--- src/rtl/fft_serial_pkg.sv ---
// Shared types and width helpers for the FFT serial output path.
package fft_serial_pkg;

  typedef enum logic [2:0] {
    IDLE,
    LOAD,
    SHIFT,
    GAP,
    FLUSH
  } pts_tx_state_t;

  function automatic int max_int(input int a, input int b);
    return (a > b) ? a : b;
  endfunction

  // Divider width; a period of 1 still needs a one-bit register.
  function automatic int div_w(input int clks_per_bit);
    return max_int(1, $clog2(clks_per_bit));
  endfunction

  // The bit counter also counts gap bits, so it must hold whichever is larger.
  function automatic int bit_cnt_w(input int num_bits, input int gap_bits);
    return max_int($clog2(num_bits + 1), $clog2(gap_bits + 1));
  endfunction

endpackage

--- src/rtl/tx_bit_timer.sv ---
// Free-running divider with terminal-count pulse; tc is combinational on count.
// Latency: tc every PERIOD enabled cycles after clear; no backpressure.
module tx_bit_timer
  import fft_serial_pkg::*;
#(
  parameter int PERIOD = 4
) (
  input  logic clk,
  input  logic n_rst,
  input  logic clear,
  input  logic enable,
  output logic tc
);

  localparam int W = div_w(PERIOD);
  localparam logic [W-1:0] LAST = W'(PERIOD - 1);

  logic [W-1:0] count;

  assign tc = enable && (count == LAST);

  always_ff @(posedge clk) begin
    if (!n_rst) begin
      count <= '0;
    end else if (clear) begin
      count <= '0;
    end else if (enable) begin
      count <= tc ? '0 : count + 1'b1;
    end
  end

endmodule

--- src/rtl/pts_tx_ctrl.sv ---
// Transmit sequencer for the parallel-to-serial shift register: load, paced shifts, gap.
// Latency: sr_load one cycle after accept; in_ready low from accept until the gap ends.
module pts_tx_ctrl
  import fft_serial_pkg::*;
#(
  parameter int NUM_BITS     = 16,
  parameter int CLKS_PER_BIT = 4,
  parameter int GAP_BITS     = 1
) (
  input  logic                clk,
  input  logic                n_rst,
  input  logic [NUM_BITS-1:0] in_data,
  input  logic                in_valid,
  output logic                in_ready,
  input  logic                abort,
  output logic                sr_load,
  output logic                sr_shift,
  output logic [NUM_BITS-1:0] sr_data,
  output logic                busy,
  output logic                frame_done
);

  localparam int BCW = bit_cnt_w(NUM_BITS, GAP_BITS);
  localparam logic [BCW-1:0] LAST_BIT = BCW'(NUM_BITS - 1);
  localparam logic [BCW-1:0] LAST_GAP = BCW'((GAP_BITS > 0) ? GAP_BITS - 1 : 0);

  pts_tx_state_t state, next_state;
  logic [BCW-1:0] bit_cnt;
  logic           timer_en;
  logic           tick;
  logic           do_abort;
  logic           shift_now;
  logic           last_shift;
  logic           gap_end;

  assign timer_en   = (state == SHIFT) || (state == GAP);
  assign do_abort   = abort && (state inside {LOAD, SHIFT, GAP});
  // An abort in the same cycle suppresses any strobe that was due.
  assign shift_now  = (state == SHIFT) && tick && !abort;
  assign last_shift = shift_now && (bit_cnt == LAST_BIT);
  assign gap_end    = (state == GAP) && tick && (bit_cnt == LAST_GAP);

  tx_bit_timer #(
    .PERIOD (CLKS_PER_BIT)
  ) u_bit_timer (
    .clk    (clk),
    .n_rst  (n_rst),
    .clear  (!timer_en),
    .enable (timer_en),
    .tc     (tick)
  );

  always_ff @(posedge clk) begin
    if (!n_rst) begin
      state <= IDLE;
    end else begin
      state <= next_state;
    end
  end

  always_comb begin
    next_state = state;
    if (do_abort) begin
      next_state = FLUSH;
    end else begin
      case (state)
        IDLE:    if (in_valid) next_state = LOAD;
        LOAD:    next_state = SHIFT;
        SHIFT:   if (last_shift) next_state = (GAP_BITS > 0) ? GAP : IDLE;
        GAP:     if (gap_end) next_state = IDLE;
        FLUSH:   next_state = IDLE;
        default: next_state = IDLE;
      endcase
    end
  end

  // Counts data bits in SHIFT, then reused to count gap bits in GAP.
  always_ff @(posedge clk) begin
    if (!n_rst) begin
      bit_cnt <= '0;
    end else begin
      case (state)
        SHIFT:   if (shift_now) bit_cnt <= (bit_cnt == LAST_BIT) ? '0 : bit_cnt + 1'b1;
        GAP:     if (tick) bit_cnt <= bit_cnt + 1'b1;
        default: bit_cnt <= '0;
      endcase
    end
  end

  always_ff @(posedge clk) begin
    if (!n_rst) begin
      sr_data <= '1;
    end else if (do_abort) begin
      sr_data <= '1;
    end else if ((state == IDLE) && in_valid) begin
      sr_data <= in_data;
    end
  end

  always_comb begin
    in_ready   = 1'b0;
    busy       = 1'b1;
    sr_load    = 1'b0;
    sr_shift   = 1'b0;
    frame_done = 1'b0;
    case (state)
      IDLE: begin
        in_ready = 1'b1;
        busy     = 1'b0;
      end
      LOAD, FLUSH: sr_load = 1'b1;
      SHIFT: begin
        sr_shift   = shift_now;
        frame_done = last_shift;
      end
      default: ;
    endcase
  end

endmodule

--- config.mk ---
export PLATFORM = sky130hd
export DESIGN_NAME = pts_tx_ctrl
export DESIGN_NICKNAME = d
export VERILOG_FILES = /design/src/rtl/fft_serial_pkg.sv /design/src/rtl/tx_bit_timer.sv /design/src/rtl/pts_tx_ctrl.sv
export SDC_FILE = /design/constraint.sdc
export NUM_CORES = 1
export LEC_CHECK = 0
export ABC_AREA = 1
export CAP_MARGIN = 10
export CORE_ASPECT_RATIO = 0.75
export CORE_MARGIN = 2
export CORE_UTILIZATION = 55
export CTS_CLUSTER_DIAMETER = 100
export CTS_CLUSTER_SIZE = 14
export DETAILED_ROUTE_END_ITERATION = 7
export DONT_BUFFER_PORTS = 1
export PLACE_DENSITY = 0.77
export SLEW_MARGIN = 30
export SYNTH_ARGS = -nofsm -noshare
export SYNTH_HDL_FRONTEND = slang
export SYNTH_SLANG_ARGS = --single-unit
--- constraint.sdc ---
create_clock -name clk -period 3.21 [get_ports clk]
set_input_delay 0.1605 -clock clk [delete_from_list [all_inputs] [get_ports clk]]
set_output_delay 0.1605 -clock clk [all_outputs]
set_load 0.02 [all_outputs]
==> Word-level counts from Yosys, hierarchy flattened <==
Cells that the tools add are included.
{ "totals": {"in_bits": 20, "regBits": 26, "elab_cells": 56, "out_inout_bits": 21} }
{ "op_classes": {"bitwise": 2, "n_addsub": 2, "reduce_logical": 19, "muxes": 14, "eq_ne": 14} }
{ "ops": {"columns": ["cell", "count"], "rows": [
  ["$mux 5", 3],
  ["$mux 3", 4],
  ["$pmux 3 s4", 1],
  ["$ne 2x2->1 const B", 5],
  ["$pmux 5 s2", 1],
  ["$ne 3x3->1 const B", 3],
  ["$logic_and 1x1->1", 8],
  ["$eq 3x2->1 const B", 2],
  ["$reduce_and 3->1", 2],
  ["$add 5x1->5 const B", 1],
  ["$eq 5x4->1 const B", 1],
  ["$logic_not 5->1", 1],
  ["$mux 1", 5],
  ["$reduce_or 2->1", 2],
  ["$eq 3x1->1 const B", 1],
  ["$eq 3x3->1 const B", 1],
  ["$logic_not 3->1", 1],
  ["$reduce_bool 3->1", 1],
  ["$reduce_or 3->1", 1],
  ["$add 2x1->2 const B", 1],
  ["$eq 2x2->1 const B", 1],
  ["$not 1->1", 2],
  ["$reduce_and 2->1", 1],
  ["$logic_not 1->1", 1],
  ["$logic_or 1x1->1", 1]
]} }

==> Depth between registers and ports, before layout <==
{ "logic_depth": {"ltp_word": 9, "ltp_mapped": 11, "mapped_depth_nobuf": 11} }

==> Cells and area by module <==
Synthesis repeated with hierarchy kept, for this count alone.
{ "unflattened": {"cells_unflattened": 174, "hier_area_um2": 1415.1} }
{ "modules_own_cells": {"columns": ["module", "n_inst", "cells_per_inst", "area_per_inst_um2"], "rows": [
  ["pts_tx_ctrl", 1, 158, 1306.3],
  ["tx_bit_timer", 1, 16, 108.9]
]} }

==> Least setup slack after synthesis <==
No wires, ideal clock.
{ "synth_timing": {"path_type": "flip-flop to output port", "startpoint": "register bit_cnt[0]", "endpoint": "output frame_done", "path_slack_ps": 1697, "path_stages_with_launch": 7, "arrival_time_ps": 1353, "cell_sequence": "dfxtp_1 > ha_1 > nand3_1 > inv_1 > ha_1 > inv_1 > nor3_1"} }
{ "synth_via": {"elab_chain_len": 3} }
{ "synth_rtl": {"columns": ["element", "line", "text"], "rows": [
  ["start: declaration", "pts_tx_ctrl.sv:28", "logic [BCW-1:0] bit_cnt;"],
  ["start signal: assignment", "pts_tx_ctrl.sv:83", "SHIFT: if (shift_now) bit_cnt <= (bit_cnt == LAST_BIT) ? '0 : bit_cnt + 1'b1;"],
  ["start signal: assignment", "pts_tx_ctrl.sv:84", "GAP: if (tick) bit_cnt <= bit_cnt + 1'b1;"],
  ["$eq 5x4->1", "pts_tx_ctrl.sv:40", "assign last_shift = shift_now && (bit_cnt == LAST_BIT);"],
  ["$logic_and 1x1->1", "pts_tx_ctrl.sv:40", null],
  ["$mux 1", "pts_tx_ctrl.sv:106", "case (state)"],
  ["end: declaration", "pts_tx_ctrl.sv:20", "output logic frame_done"]
]} }
Every way passes these cells.

==> Worst setup path after layout <==
Ends and elaborated chain as after synthesis.

==> flow_metrics.py <==
metrics = {
    "worst_setup_path": {
        "cp.arrival_ns": 1.82,
        "worst_setup_path_end_kind": "output pin",
        "cp_cell_sequence": "ha_1, nand3_1, inv_1, ha_1, inv_1, nor3_1",
        "worstReg2RegStart": "state[1]$_SDFFE_PP0P_",
        "startpoint_type": "flip-flop",
        "slowest_stage": "nor3_1",
        "reg2reg_setup_slack_ns": 1.46,
        "crit_buf_inv": 2,
        "critPathTopFamily": "simple AND/OR/NAND/NOR gates",
        "worstSetupPathType": "reg -> out",
        "required_ns": 3.05,
        "slowest_delay_ns": 0.53,
        "reg2reg_depth": 6,
        "cp.depth": 6,
        "crit_fanout": 3,
        "cp-startpoint": "bit_cnt[0]$_SDFFE_PN0P_",
    },
    "clock_network": {
        "ctsHtreeMaxLevel": 1,
        "cts.clk_slew.worst_paths_ns": 0.11,
        "clock_latency_ns": 0.31,
        "cts_tree": "yes",
        "ctsRootBufferMaster": "clkbuf_4",
        "cts_resized": 0,
        "cts_inserted_buffers": 3,
        "cts.sinks": 26,
        "clockBufferDepth": 2,
    },
    "global_routing": {
        "grt_max_degree": 20,
        "grt_use_total_pct": 20.0,
        "grt.busiest_layer": "met2",
        "grtUsageMet3_pct": 6.82,
        "grt_overflow": 0,
        "antenna_found_initial": 0,
        "grt_pass1_vias": 996,
        "met2_usage_pct": 33.8,
        "grt_pass1_wl_um": 4130,
        "grt_util_met1_pct": 24.8,
    },
    "drt": {
        "drt-wirelength-per-cell_um": 12.8,
        "drt_iter0_drc": 49,
        "firstDrtPassIters": 4,
        "detail-route-antenna-nets": 0,
        "vias_per_cell": 5.51,
        "drc": 0,
        "vias": 1168,
        "routed_wl_um": 2700,
    },
    "timing": {
        "clock_skew_ns": 0.0122,
        "fin_ws_ns": 1.22,
        "setup_viol": 0,
        "timing_hold_violations_final": 0,
        "setup_tns_ns": 0,
        "worst_pin_slew_ns": 0.621,
        "relSlewSlack_pct": 58.3,
        "fin_crit_ns": 1.99,
        "grt_setup_unrepaired": "no",
        "slew_viol_final": 0,
        "min_period_over_period_pct": 61.9,
        "fmax_ghz": 0.504,
    },
    "status": {
        "status": "completed",
    },
    "placement": {
        "dp_hpwl_um": 1860,
        "portBuffers": 0,
        "dp_slack_ns": 1.58,
        "routabilityCongestion": 0.917,
    },
    "logic_synthesis": {
        "synth_area_sq_um": 1270,
        "seq_area_frac_synth_pct": 41.1,
        "synthesis.nets": 196,
        "ys_ff_latch": 26,
        "syn_inst": 171,
        "synth_cell_types": 23,
        "synth_area_per_cell_sq_um": 7.40,
        "yosysWarnings": 0,
    },
    "finish": {
        "area_growth_pct": 15.4,
        "antennaDiodeCount": 0,
        "drive_above_1_share_pct": 8.56,
        "nFillCells": 198,
        "fin_nets": 214,
    },
    "worst_hold_path": {
        "min_from": "in_data[11]",
        "worstHoldPathCells": 2,
        "hp-class": "in -> reg",
    },
    "die": {
        "die_w_um": 59.4,
        "num_io_pins": 41,
        "dieArea_sq_um": 2710,
        "fp.dieH_um": 45.6,
        "floorplan.initialDensity_pct": 56.7,
        "core_area_sq_um": 2230,
        "num_rows": 15,
    },
    "pwr": {
        "leakagePower_nw": 0.687,
        "power.total_mw": 1.16,
        "cellPowerDensity_nw_per_um2": 794,
        "irDropWorstVdd_mv": 0.326,
    },
    "run": {
        "cap_violations": 0,
    },
}
[worst reg2reg max path, cell delays in order (launching register included)]
cell	delay, ns
dfxtp_1	0.54
inv_1	0.16
nand2_4	0.15
inv_6	0.10
nand3_1	0.08
dlygate4sd3_1	0.55
nand3_1	0.07
[power by group]
| group | total (mW) | internal [mW] | switching (mW) |
|---|---|---|---|
| Clock | 0.129 | 0.0438 | 0.0852 |
| Combinational | 0.452 | 0.153 | 0.300 |
| Sequential | 0.579 | 0.418 | 0.161 |
[logic make-up (layout without fill, tap and decap cells)]
| logic type | Yosys count | after routing | share of synthesized area (%) |
|---|---|---|---|
| simple gates | 104 | 104 | 39.3 |
| buf+inv | 28 | 44 | 10.9 |
| flops | 26 | 26 | 41.1 |
| compound gates | 7 | 7 | 3.06 |
| fa+ha+maj | 5 | 5 | 4.94 |
| xor+xnor | 1 | 1 | 0.692 |
[cell type report]
cell class	count	area, sq um	share of cell area, %
Inverter	22	88.8	6.08
Timing Repair Buffer	19	190	13.0
Sequential cell	26	520	35.6
Clock buffer	3	22.5	1.54
Tap cell	25	31.3	2.14
Multi-Input combinational cell	117	608	41.6
[stage by stage]
step / cells / instance area, sq um / util, % / hold WS [ns]
global placement: 190 / 1250 / 55.9 / 0.276
finish: 212 / 1460 / 65.4 / 0.0110
global route: 212 / 1460 / 65.4 / 0.00474
detailed placement: 190 / 1250 / 55.9 / 0.279
CTS: 207 / 1410 / 63.2 / 0.000450
floorplan: 171 / 1270 / - / 0.273
[Yosys cell counts]
cell type   n  share of area [%]
nor2_2      1               0.49
ha_1        5                4.9
nand2_4     3                2.7
clkbuf_1    1               0.30
buf_4       3                1.8
nand2_1    36                 11
inv_1      19                5.6
nand3_1    42                 17
a21oi_1     2               0.79
buf_6       2                1.8
inv_6       1               0.69
nand2_2     3                1.5
xor2_1      1               0.69
nor2_1     13                3.9
o21ai_2     1               0.69
o21ai_0     4                1.6
nor3_1      1               0.39
nor2_4      1               0.89
clkinv_2    1               0.39
dfxtp_1    26                 41
nand4_1     3                1.5
nand3_2     1               0.79
inv_2       1               0.30
[layer usage]
metal	wire length, um	share of wire [%]
met5	0	0
met4	14	0.52
met3	214	7.9
met2	1280	47
met1	1200	44
[worst paths after layout]
path / end
worst max-delay path: frame_done
worst min-delay path: sr_data[11]$_SDFFE_PP1P_
worst max register to register: sr_data[7]$_SDFFE_PP1P_
worst min register to register: u_bit_timer.count[0]$_SDFF_PP0_
[placed cells by master (no fill, tap or decap), types with 3 or more instances in the layout]
cell,instances
inv_1,19
nand4_1,3
nand3_1,42
dlygate4sd3_1,19
nand2_2,3
o21ai_0,4
dfxtp_1,26
nand2_4,3
clkbuf_4,3
nor2_1,13
nand2_1,36
ha_1,5
[sequential cells by signal, summed over array words and instances, names as in the netlist]
signal             flops
bit_cnt                5
sr_data               16
state                  3
u_bit_timer.count      2
[timing repair]
action | CTS | global route
hold endpoints to repair | 11 | 7
setup buffers | 0 | 0
hold buffers | 14 | 5
Note: power is estimated with default switching activity, not from simulation.
